### src/rtl/mv_vec_loader.sv
// Serial-to-parallel loader for the matrix-vector multiplier: collects six
// elements, publishes them with a toggle strobe, then holds the word stable.
module mv_vec_loader #(
  parameter int unsigned HOLD_CYCLES = 3
) (
  input  logic       clk,
  input  logic       rst_n,
  input  logic       in_valid,
  input  logic       in_bit,
  input  logic       flush,
  output logic       in_ready,
  output logic [7:0] vector,
  output logic       busy,
  output logic       done
);

  typedef enum logic [1:0] {
    COLLECT = 2'd0,
    PUBLISH = 2'd1,
    HOLD    = 2'd2
  } state_e;

  localparam logic [3:0] HOLD_LOAD = 4'(HOLD_CYCLES);
  localparam logic [2:0] LAST_ELEM = 3'd5;

  state_e     state_q, state_d;
  logic [2:0] cnt_q, cnt_d;
  logic [5:0] shadow_q, shadow_d;
  logic [5:0] elem_q, elem_d;
  logic       tog_q, tog_d;
  logic [3:0] hold_q, hold_d;
  logic       done_q, done_d;

  always_ff @(posedge clk or negedge rst_n) begin
    if (!rst_n) begin
      state_q  <= COLLECT;
      cnt_q    <= '0;
      shadow_q <= '0;
      elem_q   <= '0;
      tog_q    <= 1'b0;
      hold_q   <= '0;
      done_q   <= 1'b0;
    end else begin
      state_q  <= state_d;
      cnt_q    <= cnt_d;
      shadow_q <= shadow_d;
      elem_q   <= elem_d;
      tog_q    <= tog_d;
      hold_q   <= hold_d;
      done_q   <= done_d;
    end
  end

  always_comb begin
    state_d  = state_q;
    cnt_d    = cnt_q;
    shadow_d = shadow_q;
    elem_d   = elem_q;
    tog_d    = tog_q;
    hold_d   = hold_q;
    done_d   = 1'b0;

    unique case (state_q)
      COLLECT: begin
        // flush takes priority: a simultaneous element is dropped
        if (flush) begin
          cnt_d    = '0;
          shadow_d = '0;
        end else if (in_valid) begin
          shadow_d[cnt_q] = in_bit;
          if (cnt_q == LAST_ELEM) begin
            cnt_d   = '0;
            state_d = PUBLISH;
          end else begin
            cnt_d = cnt_q + 3'd1;
          end
        end
      end
      PUBLISH: begin
        elem_d  = shadow_q;
        tog_d   = ~tog_q;
        hold_d  = HOLD_LOAD;
        done_d  = 1'b1;
        state_d = HOLD;
      end
      HOLD: begin
        if (hold_q == 4'd1) begin
          hold_d  = '0;
          state_d = COLLECT;
        end else begin
          hold_d = hold_q - 4'd1;
        end
      end
      default: state_d = COLLECT;
    endcase
  end

  assign in_ready = (state_q == COLLECT);
  assign busy     = (state_q != COLLECT) || (cnt_q != 3'd0);
  assign vector   = {elem_q, 1'b0, tog_q};
  assign done     = done_q;

endmodule

### config.mk
export PLATFORM = sky130hd
export DESIGN_NAME = mv_vec_loader
export DESIGN_NICKNAME = d
export VERILOG_FILES = /design/src/rtl/mv_vec_loader.sv
export SDC_FILE = /design/constraint.sdc
export NUM_CORES = 1
export LEC_CHECK = 0
export CAP_MARGIN = 20
export CORE_UTILIZATION = 40
export CTS_CLUSTER_DIAMETER = 200
export DETAILED_ROUTE_END_ITERATION = 16
export SETUP_SLACK_MARGIN = 0.3
export SLEW_MARGIN = 20
export SYNTH_ARGS = -nofsm -noshare
export SYNTH_HDL_FRONTEND = slang
export SYNTH_SLANG_ARGS = --single-unit
### constraint.sdc
create_clock -name clk -period 3.6 [get_ports clk]
set_input_delay 0.36 -clock clk [delete_from_list [all_inputs] [get_ports clk]]
set_output_delay 0.36 -clock clk [all_outputs]
set_load 0.01 [all_outputs]
**After elaboration in Yosys (flattened, before gate mapping)**

Cells that the tools add are included.

- Output and inout port bits: 11
- Memory bits (read-only): 0
- Bits in latches: 0
- Memories kept: 0
- Memory bits (writable): 0
- Input port bits: 5
- Register bits after elaboration: 23
- Logic and storage cells: 45

- Reductions and logical operators: 9
- Equality and inequality tests: 8
- Magnitude comparators: 2
- Bitwise gates (word level): 1
- $mul: 0
- Shift-type cells: 0
- Add/subtract/negate cells: 2
- Muxes and demuxes: 16
- Divide/modulo/power cells: 0

Operator list:

| cell | number |
|---|---|
| two-way mux 6 bit | 2 |
| two-way mux 3 bit | 3 |
| two-way mux 2 bit | 4 |
| one-hot mux 4 bit (2 select lines) | 1 |
| bitwise mux 6 bit | 1 |
| inequality test 2 bit (second input constant) | 3 |
| one-hot mux 2 bit (3 select lines) | 1 |
| nonzero test 2 bit | 3 |
| equality test 4 x 1 -> 1 bit (second input constant) | 1 |
| less-than comparator 3 x 4 -> 1 bit (second input constant) | 1 |
| two-way mux 4 bit | 1 |
| AND reduction 4 bit | 1 |
| subtractor 4 x 1 -> 4 bit (second input constant) | 1 |
| adder 3 x 1 -> 3 bit (second input constant) | 1 |
| demux 1 bit (select 3 bit) | 1 |
| equality test 3 bit (second input constant) | 1 |
| >= comparator 3 x 1 -> 1 bit (second input constant) | 1 |
| nonzero test 3 bit | 1 |
| equality test 2 x 1 -> 1 bit (second input constant) | 1 |
| equality test 2 bit (second input constant) | 1 |
| zero test 2 bit | 1 |
| two-way mux 1 bit | 2 |
| inequality test 2 x 1 -> 1 bit (second input constant) | 1 |
| AND reduction 2 bit | 1 |
| 3 further kinds | 3 |

**Longest topological paths before layout**

Gate-level depths: netlist of the first run.

- Word-level depth: 7
- Gate-level depth with buffers: 5
- Gate-level depth less buffers: 5

**Worst setup path after synthesis of the first run**

OpenSTA, ideal clock, no wires.

- Path type: register -> register
- From: register hold_q[1]
- To: register state_q[1]
- Slack: 1.924 ns
- Setup time: 0.128 ns
- Period minus slack after synthesis: 1.676 ns
- Data required time: 3.472 ns
- Arrival: 1.548 ns
- Stages on the path, launching flop included: 6
- Path through: dfrtp_1 -> inv_1 -> ha_1 -> or3b_4 -> a221oi_2 -> mux2_1

- Word-level cells in the longest chain between the ends: 3

RTL lines:

| what | line | RTL |
|---|---|---|
| from (decl) | 31 | `logic [3:0] hold_q, hold_d;` |
| from (signal assigned) | 49 | `hold_q <= hold_d;` |
| equality test 4 x 1 -> 1 bit | 87 | `if (hold_q == 4'd1) begin` |
| inequality test 2 bit (no line) | n/a |  |
| AND reduction 4 bit (no line) | n/a |  |
| to (signal assigned) | 44 | `state_q <= state_d;` |
| to (decl) | 26 | `state_e state_q, state_d;` |

Every way passes these cells.
A chain may end at the register's enable or synchronous reset.

**Worst setup path in the final report of the first run**

- From: register state_q[0]
- To: output busy

- Word-level cells in the longest chain between the ends: 2

RTL lines:

| what | line | RTL |
|---|---|---|
| nonzero test 2 bit | 99 | `assign busy = (state_q != COLLECT) \|\| (cnt_q != 3'd0);` |
| logical OR 1 bit | 99 |  |
| to (decl) | 13 | `output logic busy,` |

Every way passes these cells.

==> results of run 1 <==
stage by stage:
stage / utilization (%) / power [mW]
4_1_cts: 48.6 / 0.781
2_1_floorplan: - / 0.535
3_5_place_dp: 47.6 / 0.658
5_1_grt: 48.4 / 0.820
3_3_place_gp: 47.6 / 0.650
6_report: 48.4 / 0.767
final cells by class:
| type | count | area, um^2 |
|---|---|---|
| clock buffer | 3 | 22.5 |
| clock inverter | 1 | 5.00 |
| fill | 256 | 1440 |
| inverter | 14 | 52.6 |
| multi-input combinational | 62 | 517 |
| sequential | 23 | 576 |
| tap | 31 | 38.8 |
| timing repair buffer | 14 | 135 |
worst reg2reg max path, stage by stage, from the launching register on:
cell and delay, ns:
dfrtp_1 0.40, inv_1 0.11, ha_1 0.48, nor4b_2 0.38
a21oi_1 0.11, a311oi_1 0.24
path summary, 6_finish.rpt:
kind,slack [ns],from,end
worst min-delay path,-0.003,rst_n,hold_q[0]$_DFFE_PN0P_
min in group clk,0.48,tog_q$_DFFE_PN0P_,tog_q$_DFFE_PN0P_
worst min register to register,0.48,tog_q$_DFFE_PN0P_,tog_q$_DFFE_PN0P_
worst max register to register,1.78,state_q[0]$_DFFE_PN0P_,shadow_q[0]$_DFFE_PN0P_
max in group asynchronous,3.26,rst_n,cnt_q[0]$_DFFE_PN0P_
worst max-delay path,1.01,state_q[0]$_DFFE_PN0P_,busy
metal layers:
layer / vias up / share of wire (%)
li1: 396 / -
met1: 397 / 50
met2: 16 / 46
met3: 2 / 3.4
met4: 0 / 0.58
met5: - / 0
cells by family after synthesis:
group | count (synthesis) | synth area share [%]
flip-flops | 23 | 48.7
XOR/XNOR | 1 | 0.742
adder cells (fa/ha/maj) | 5 | 5.30
other | 1 | 0.317
AO/OA/AOI/OAI | 22 | 12.7
AND/OR/NAND/NOR | 20 | 12.9
buffers and inverters | 21 | 7.52
multiplexers | 13 | 11.8
power breakdown:
part	total (mW)	switching (mW)	internal (mW)	leakage (nW)
clock	0.118	0.0761	0.0414	0.0177
combinational	0.290	0.129	0.162	0.280
sequential	0.359	0.0417	0.318	0.299
cells in the mapped netlist, types with 2 or more instances:
cell type,number
ha_1,5
clkbuf_1,3
nor2_1,2
and2_1,2
mux2i_1,6
buf_4,2
buf_2,2
o21ai_0,2
dfrtp_1,23
nand4b_1,2
inv_1,14
a21oi_1,5
nand2_1,2
o2bb2ai_1,2
nand2b_1,2
o22ai_1,7
nor4bb_1,3
mux2_2,6
state kept, by name, indices dropped and copies added, names as in the netlist:
register	cells
cnt_q	3
elem_q	6
done	1
tog_q	1
hold_q	4
state_q	2
shadow_q	6
==> summary.txt, run 1 <==
Finish
  • Final std cells w/o fill: around 150
  • Commonest non-fill, non-tap cell in the layout: dfrtp_1
  • Final nets: 128
  • Area Growth Syn to Fin: 14.0%
  • Most frequent cells in the layout: 23 x dfrtp_1, 14 x inv_1, 13 x clkdlybuf4s50_1, 7 x o22ai_1
  • Diodes inserted: 0
  • Layout cells sized above 1: between 10% and 20%
  • Post-route design area: approximately 1300 um^2

Synthesis
  • Mean Syn Cell Area: ~11 um^2
  • Mapped Cells: approximately 110
  • Top FF cell, synth: dfrtp_1
  • Synth top area cells: dfrtp_1 49%, mux2_2 5.7%, ha_1 5.3%
  • Synth unique cells: 34
  • Sequential fraction of the synthesis area: slightly below 50%
  • #FFs+latches synth: 23
  • Synthesized cell area: 1180 um^2
  • Async SR Flop Fraction: 100%
  • Synth Warn #: 0
  • Syn Nets: roughly 120
  • Yosys top cell area share: 48.7%
  • Post-synth EDFFs: 0
  • Cell taking the most area after synthesis: dfrtp_1

Die
  • Die ar.: approximately 3200 um^2
  • I/O pins: 16
  • Core area: approximately 2800 um^2
  • Starting Density: 42.5%
  • FP Rows: 19
  • Die X: 56.3 um
  • Chip height: around 56 um

GRT
  • Gr usage total: between 15 and 20%
  • Vias in the first global route: between 800 and 900
  • Met2 global-route usage: around a quarter
  • Largest net degree at the start of global routing: 24
  • First-pass GRT wire length: ~3700 um
  • Initial antenna violation count: 0
  • Most used routing layer: met2
  • Overflow after GRT: 0
  • Met3 Resource Use GR: roughly 3.5%
  • Met1 usage: roughly a fifth

Timing
  • Final hold vios: 2
  • Slew Viols, Final: 0
  • Final setup vio count: 0
  • Slew HR: 66.2%
  • Final WS setup: roughly 1.0 ns
  • RSZ-0062 raised after global routing: false
  • Clock Skew: roughly 0.0054 ns
  • Hold WS: -0.00294 ns
  • Setup TNS: 0 ns
  • Max Clk Rate: between 300 and 400 MHz
  • Final Cycle Share: between 70% and 80%
  • Slew @ Worst Pin: 0.507 ns
  • Fin crit period: ~2.6 ns

Worst setup path
  • Critical Path, Cell by Cell: inv_1 > ha_1 > nor4b_2 > inv_1 > clkdlybuf4s50_1
  • Critical path required time: 3.24 ns
  • Worst path bufs/invs: 3
  • Delay-heaviest family, CP: buffers and inverters
  • Reg2Reg Depth: 5
  • Arr. time, crit path: between 2 and 2.5 ns
  • Crit path top cell by count: inv_1
  • Critical-path maximum fanout: 16
  • Worst Setup End Kind: output pin
  • Setup crit start kind: flop
  • CP Depth: 5
  • Critical path type: flop to output pin
  • Slowest-stage cell, CP: ha_1
  • Crit path largest cell delay: 0.48 ns

CTS
  • Root Buffer: clkbuf_4
  • Post-CTS resize count: 0
  • CTS tree: built
  • Max Root-Sink Buffers: 2
  • Clock latency at the later pin of the worst-skew pair: about 0.31 ns
  • Setup Buffers After CTS: 0
  • CTS buffer count: 3
  • Reg clk slew, reported paths: 0.13 ns
  • H-Tree Depth: 1
  • CTS sink count: 23
  • # hold bufs at CTS: 0

Worst hold path
  • Hold Path Class: primary input to async pin

Outcome
  • Status: complete, but fails checks
  • Failing checks: hold timing

Placed design
  • Port Buf Inserts: 14
  • Placed Cells: about 140
  • Placer Congestion: about 0.76
  • Post-place setup slack: roughly 1.4 ns
  • Placed inst area: roughly 1300 um^2
  • Hpwl dp: between 1000 and 1500 um

Power
  • PD cells: between 500 and 600 nW/um^2
  • Lkg Pwr: between 0.5 and 0.6 nW
  • Worst VDD drop: between 0.0003 and 0.0004 V

Routing
  • Via density: 5.48
  • Drt wl/cell: between 10 and 15 um
  • DR vias: a little over 800
  • Initial DRC count: 16
  • DRT Pass-1 Iters: 5
  • Total wire length: 2070 um
  • DRC: 0
  • Final ANT Viol Nets: 0

Job
  • Max-cap violation count: 0
Power figures use the tool's default switching activity.
==> run 2: changes to the inputs <==
- clock period: 3.6 -> 2.6 ns (I/O delays scaled with it)
==> run 2 against run 1 <==
Against the previous run:
- the run now ends clean
- hold slack gained 0.29 ns
- die area is the same
- global-route usage grew 0.46 points
- count of clock-buffer cells in the layout grew 1
- combinational power grew 40%
- utilization grew 0.67 points
- clock power grew 39%
- critical endpoint unchanged
- non-clock buffer count grew 2
- routed wire length grew 2.3%
- via count shrank 1.5%
- largest power group unchanged
- final cell count grew 1.4%
- sequential share of layout area shrank 0.59 points
==> summary.txt, run 2 (synthesis results as in run 1) <==
Job
  • Max-cap violation count: 0

Power
  • NetSw: ~0.34 mW
  • Lkg Pwr: around 0.60 nW
  • P_int: roughly 0.73 mW
  • Post-layout total power: between 1 and 1.5 mW
  • Sw frac: between 30% and 40%
  • Clock group share of total power: 15.3%
  • Sequential share of power: a little under half
  • Worst VDD drop: a little under 0.0005 V
  • Comb power frac: 38.1%
  • PD cells: slightly below 800 nW/um^2

Timing
  • Final Cycle Share: between 80% and 90%
  • Clock Skew: just over 0.008 ns
  • Hold WS: ~0.29 ns
  • Final hold vios: 0
  • Slew Viols, Final: 0
  • Setup TNS: 0 ns
  • Final setup vio count: 0
  • Final WS setup: around 0.5 ns
  • RSZ-0062 raised after global routing: false
  • Fin crit period: roughly 2.1 ns
  • Max Clk Rate: 475 MHz

Worst hold path
  • Hold Path Class: primary input to async pin

Finish
  • Commonest non-fill, non-tap cell in the layout: dfrtp_1
  • Area Growth Syn to Fin: 15.6%
  • Layout cells sized above 1: around 13%
  • Registers with the most flip-flops: elem_q x6, shadow_q x6, hold_q x4
  • Most frequent cells in the layout: 23 x dfrtp_1, 14 x inv_1, 14 x clkdlybuf4s50_1, 7 x o22ai_1
  • Final nets: 130
  • Diodes inserted: 0
  • Post-route design area: ~1400 um^2
  • Layout fillers: roughly 270

Worst setup path
  • Arr. time, crit path: between 1.5 and 2 ns
  • Worst Setup End Kind: output pin
  • Critical-path maximum fanout: 3
  • Setup crit start kind: flop
  • Critical path type: flop to output pin
  • Critical path required time: 2.34 ns

Routing
  • Initial DRC count: 30
  • DR vias: around 800
  • Final ANT Viol Nets: 0
  • DRT Pass-1 Iters: 4
  • Drt wl/cell: roughly 14 um
  • Total wire length: 2120 um
  • DRC: 0
  • Via density: around 5.3

Placed design
  • Placed inst area: 1340 um^2
  • Port Buf Inserts: 14
  • Post-place setup slack: roughly 0.73 ns
  • Hpwl dp: 1510 um
  • Placer Congestion: 0.805

CTS
  • H-Tree Depth: 1
  • Setup Buffers After CTS: 0
  • Reg clk slew, reported paths: about 0.13 ns
  • CTS buffer count: 3
  • CTS sink count: 23
  • Root Buffer: clkbuf_4
  • CTS tree: built
  • Post-CTS resize count: 0
  • Max Root-Sink Buffers: 2
  • # hold bufs at CTS: 0
  • Clock latency at the later pin of the worst-skew pair: between 0.3 and 0.4 ns

GRT
  • Gr usage total: between 15 and 20%
  • Vias in the first global route: 809
  • Initial antenna violation count: 0
  • First-pass GRT wire length: between 3000 and 4000 um
  • Largest net degree at the start of global routing: 24
  • Overflow after GRT: 0

Die
  • Chip height: approximately 56 um
  • Die X: between 50 and 60 um
  • Core area: 2780 um^2
  • Die ar.: 3170 um^2
  • I/O pins: 16
  • Starting Density: roughly 42%
  • FP Rows: 19

Outcome
  • Status: complete, no violations
==> run 2: cell type report <==
type	instances	area [um^2]	share of cell area, %
Clock buffer	4	26.3	1.92
Sequential cell	23	576	42.2
Tap cell	31	38.8	2.84
Multi-Input combinational cell	62	517	37.9
Inverter	14	52.6	3.85
Timing Repair Buffer	16	155	11.4
==> run 2: final timing paths <==
path                                        startpoint                      to  slack [ns]  depth (start not counted)
worst max register to register   hold_q[1]$_DFFE_PN0P_  state_q[1]$_DFFE_PN0P_        0.80                          5
min in group clk                     tog_q$_DFFE_PN0P_       tog_q$_DFFE_PN0P_        0.48                          1
worst min-delay path                             rst_n    cnt_q[1]$_DFFE_PN0P_        0.29                          2
max in group asynchronous                        rst_n       tog_q$_DFFE_PN0P_        2.08                          2
worst min register to register       tog_q$_DFFE_PN0P_       tog_q$_DFFE_PN0P_        0.48                          1
worst max-delay path            state_q[0]$_DFFE_PN0P_                    busy        0.49                          5
==> run 2: per-layer routing <==
| layer | global-route usage [%] | share of wire, % | routed length (um) | vias to the layer above |
|---|---|---|---|---|
| met5 | 0 | 0 | 0 | - |
| met4 | 7.32 | 1.3 | 27 | 0 |
| met3 | 2.30 | 2.3 | 49 | 4 |
| met2 | 25.2 | 47 | 996 | 10 |
| met1 | 20.4 | 49 | 1050 | 388 |
| li1 | - | - | - | 397 |
==> run 2: worst max-delay path, cell delays in order, from the launching register on <==
cell and delay [ns]:
dfrtp_1 0.40, inv_1 0.10, ha_1 0.18, nor4b_2 0.32
inv_1 0.07, clkdlybuf4s50_1 0.48
==> run 2: power by group through the flow <==
stage	sequential (mW)	clock, mW	combinational (mW)
after floorplan	0.514	0	0.227
after global placement	0.504	0	0.402
after detailed placement	0.507	0	0.411
after CTS	0.500	0.172	0.413
after global routing	0.512	0.185	0.449
final	0.499	0.164	0.407
==> run 2: through the flow <==
step	utilization, %	std cells
2_1_floorplan	-	106
3_3_place_gp	48.1	146
3_5_place_dp	48.1	146
4_1_cts	49.1	150
5_1_grt	49.1	150
6_report	49.1	150
==> run 3: changes to the inputs <==
- clock period: 2.6 -> 2.16 ns (I/O delays scaled with it)
==> run 3 against run 2 <==
Against the previous run:
- non-clock buffer count up 3
- hold slack got worse by 0.046 ns
- clock skew down 0.0072 ns
- via count is 4.6% higher
- critical path type is now flop to flop
- largest cell class unchanged
==> summary.txt, run 3 (synthesis results as in run 1) <==
Outcome
  • Status: complete, no violations

CTS
  • H-Tree Depth: 1
  • # hold bufs at CTS: 0
  • CTS sink count: 23
  • Reg clk slew, reported paths: around 0.12 ns
  • Max Root-Sink Buffers: 2
  • CTS tree: built
  • Clock latency at the later pin of the worst-skew pair: between 0.3 and 0.4 ns
  • CTS buffer count: 3
  • Root Buffer: clkbuf_4

Die
  • Core area: 2780 um^2
  • I/O pins: 16
  • Die X: 56.3 um
  • Starting Density: a little over two fifths
  • Chip height: around 56 um
  • FP Rows: 19
  • Die ar.: roughly 3200 um^2

GRT
  • Largest net degree at the start of global routing: 24
  • Gr usage total: about 16%
  • Vias in the first global route: roughly 840
  • Initial antenna violation count: 0
  • First-pass GRT wire length: around 3800 um
  • Overflow after GRT: 0

Worst setup path
  • Register-to-Register Setup Slack: 0.40 ns
  • Critical-path maximum fanout: 5
  • Critical Path, Cell by Cell: inv_1 > ha_1 > or3b_4 > a221oi_2 > mux2_1
  • Setup crit start kind: flop
  • Slowest-stage cell, CP: or3b_4
  • Worst r2r src: hold_q[1]$_DFFE_PN0P_
  • Critical path required time: 2.37 ns
  • Reg2Reg Depth: 5
  • Critical path type: flop to flop
  • R2r endpoint: state_q[1]$_DFFE_PN0P_
  • Worst Setup End Kind: flop
  • Arr. time, crit path: 1.97 ns
  • Worst path bufs/invs: 1
  • Delay-heaviest family, CP: simple AND/OR/NAND/NOR gates
  • Crit path largest cell delay: 0.41 ns

Finish
  • Most frequent cells in the layout: 23 x dfrtp_1, 13 x inv_1, 12 x clkdlybuf4s50_1, 7 x o22ai_1
  • Area Growth Syn to Fin: 18.1%
  • Registers with the most flip-flops: elem_q x6, shadow_q x6, hold_q x4
  • Layout cells sized above 1: between 10% and 20%
  • Commonest non-fill, non-tap cell in the layout: dfrtp_1
  • Layout fillers: around 260
  • Final nets: between 100 and 150
  • Diodes inserted: 0

Routing
  • DRT Pass-1 Iters: 4
  • Via density: roughly 5.5
  • Drt wl/cell: between 10 and 15 um
  • DR vias: 836
  • Initial DRC count: 32
  • DRC: 0
  • Final ANT Viol Nets: 0
  • Total wire length: 2190 um

Timing
  • Setup TNS: 0 ns
  • Slew Viols, Final: 0
  • Final setup vio count: 0
  • Fin crit period: between 1.5 and 2 ns
  • Clock Skew: roughly 0.00099 ns
  • Max Clk Rate: 568 MHz
  • RSZ-0062 raised after global routing: true
  • Final WS setup: 0.399 ns
  • Final Cycle Share: between 80 and 90%
  • Final hold vios: 0

Power
  • Comb power frac: between 30% and 40%
  • Lkg Pwr: between 0.6 and 0.7 nW
  • Worst VDD drop: ~0.00063 V
  • Sw frac: 32.2%
  • Sequential share of power: between 40 and 50%
  • P_int: a little under 0.9 mW
  • Clock group share of total power: around 15%
  • PD cells: approximately 940 nW/um^2
  • NetSw: around 0.42 mW

Placed design
  • Hpwl dp: roughly 1500 um
  • Port Buf Inserts: 14
  • Placer Congestion: about 0.77
  • Post-place setup slack: about 0.36 ns

Worst hold path
  • Hold Path Class: primary input to async pin

Job
  • Max-cap violation count: 0
run 3: metal layers:
layer  wire [um]  track usage [%]
met2        1100             25.5
met3          85             5.53
met5           0                0
met1         962             19.1
met4          41             7.32
run 3: repair_timing:
action                     in CTS  in global routing
pin swaps                       0                  0
buffers inserted                1                  1
gates resized for setup         3                  1
setup endpoints to repair       2                  2
run 3: how the worst max path moves through the flow:
stage	cells after the start	from	end	slack, ns
after floorplan	5	hold_q[1]$_DFFE_PN0P_	state_q[1]$_DFFE_PN0P_	0.48
after global placement	4	in_valid	state_q[1]$_DFFE_PN0P_	0.39
after detailed placement	4	in_valid	state_q[1]$_DFFE_PN0P_	0.36
after CTS	5	state_q[0]$_DFFE_PN0P_	busy	0.35
after global routing	5	state_q[1]$_DFFE_PN0P_	busy	0.29
final	5	hold_q[1]$_DFFE_PN0P_	state_q[1]$_DFFE_PN0P_	0.40
run 3: area by class of cell:
class | instances | area, um^2 | area share, %
well taps | 31 | 38.8 | 2.78
multi-input cells | 62 | 526 | 37.7
clock buffers | 3 | 22.5 | 1.61
repair buffers | 19 | 175 | 12.6
inverters | 14 | 52.6 | 3.77
clock inverters | 1 | 5.00 | 0.359
flip-flops and latches | 23 | 576 | 41.3
run 3: through the flow:
stage	instances	total power, mW	utilization [%]	instance area, um^2	hold slack (ns)
after CTS	152	1.32	49.9	1390	0.246
final	153	1.32	50.2	1400	0.242
after detailed placement	147	1.11	48.4	1350	0.464
after global routing	153	1.41	50.2	1400	0.243
after floorplan	106	0.892	-	1180	-0.0796
after global placement	147	1.09	48.4	1350	0.455
run 3: power groups by stage:
stage          logic (mW)  registers, mW  clock network, mW
2_1_floorplan       0.273          0.619                  0
6_report            0.517          0.603              0.197
5_1_grt             0.563          0.620              0.226
4_1_cts             0.508          0.606              0.209
3_5_place_dp        0.496          0.612                  0
3_3_place_gp        0.485          0.607                  0
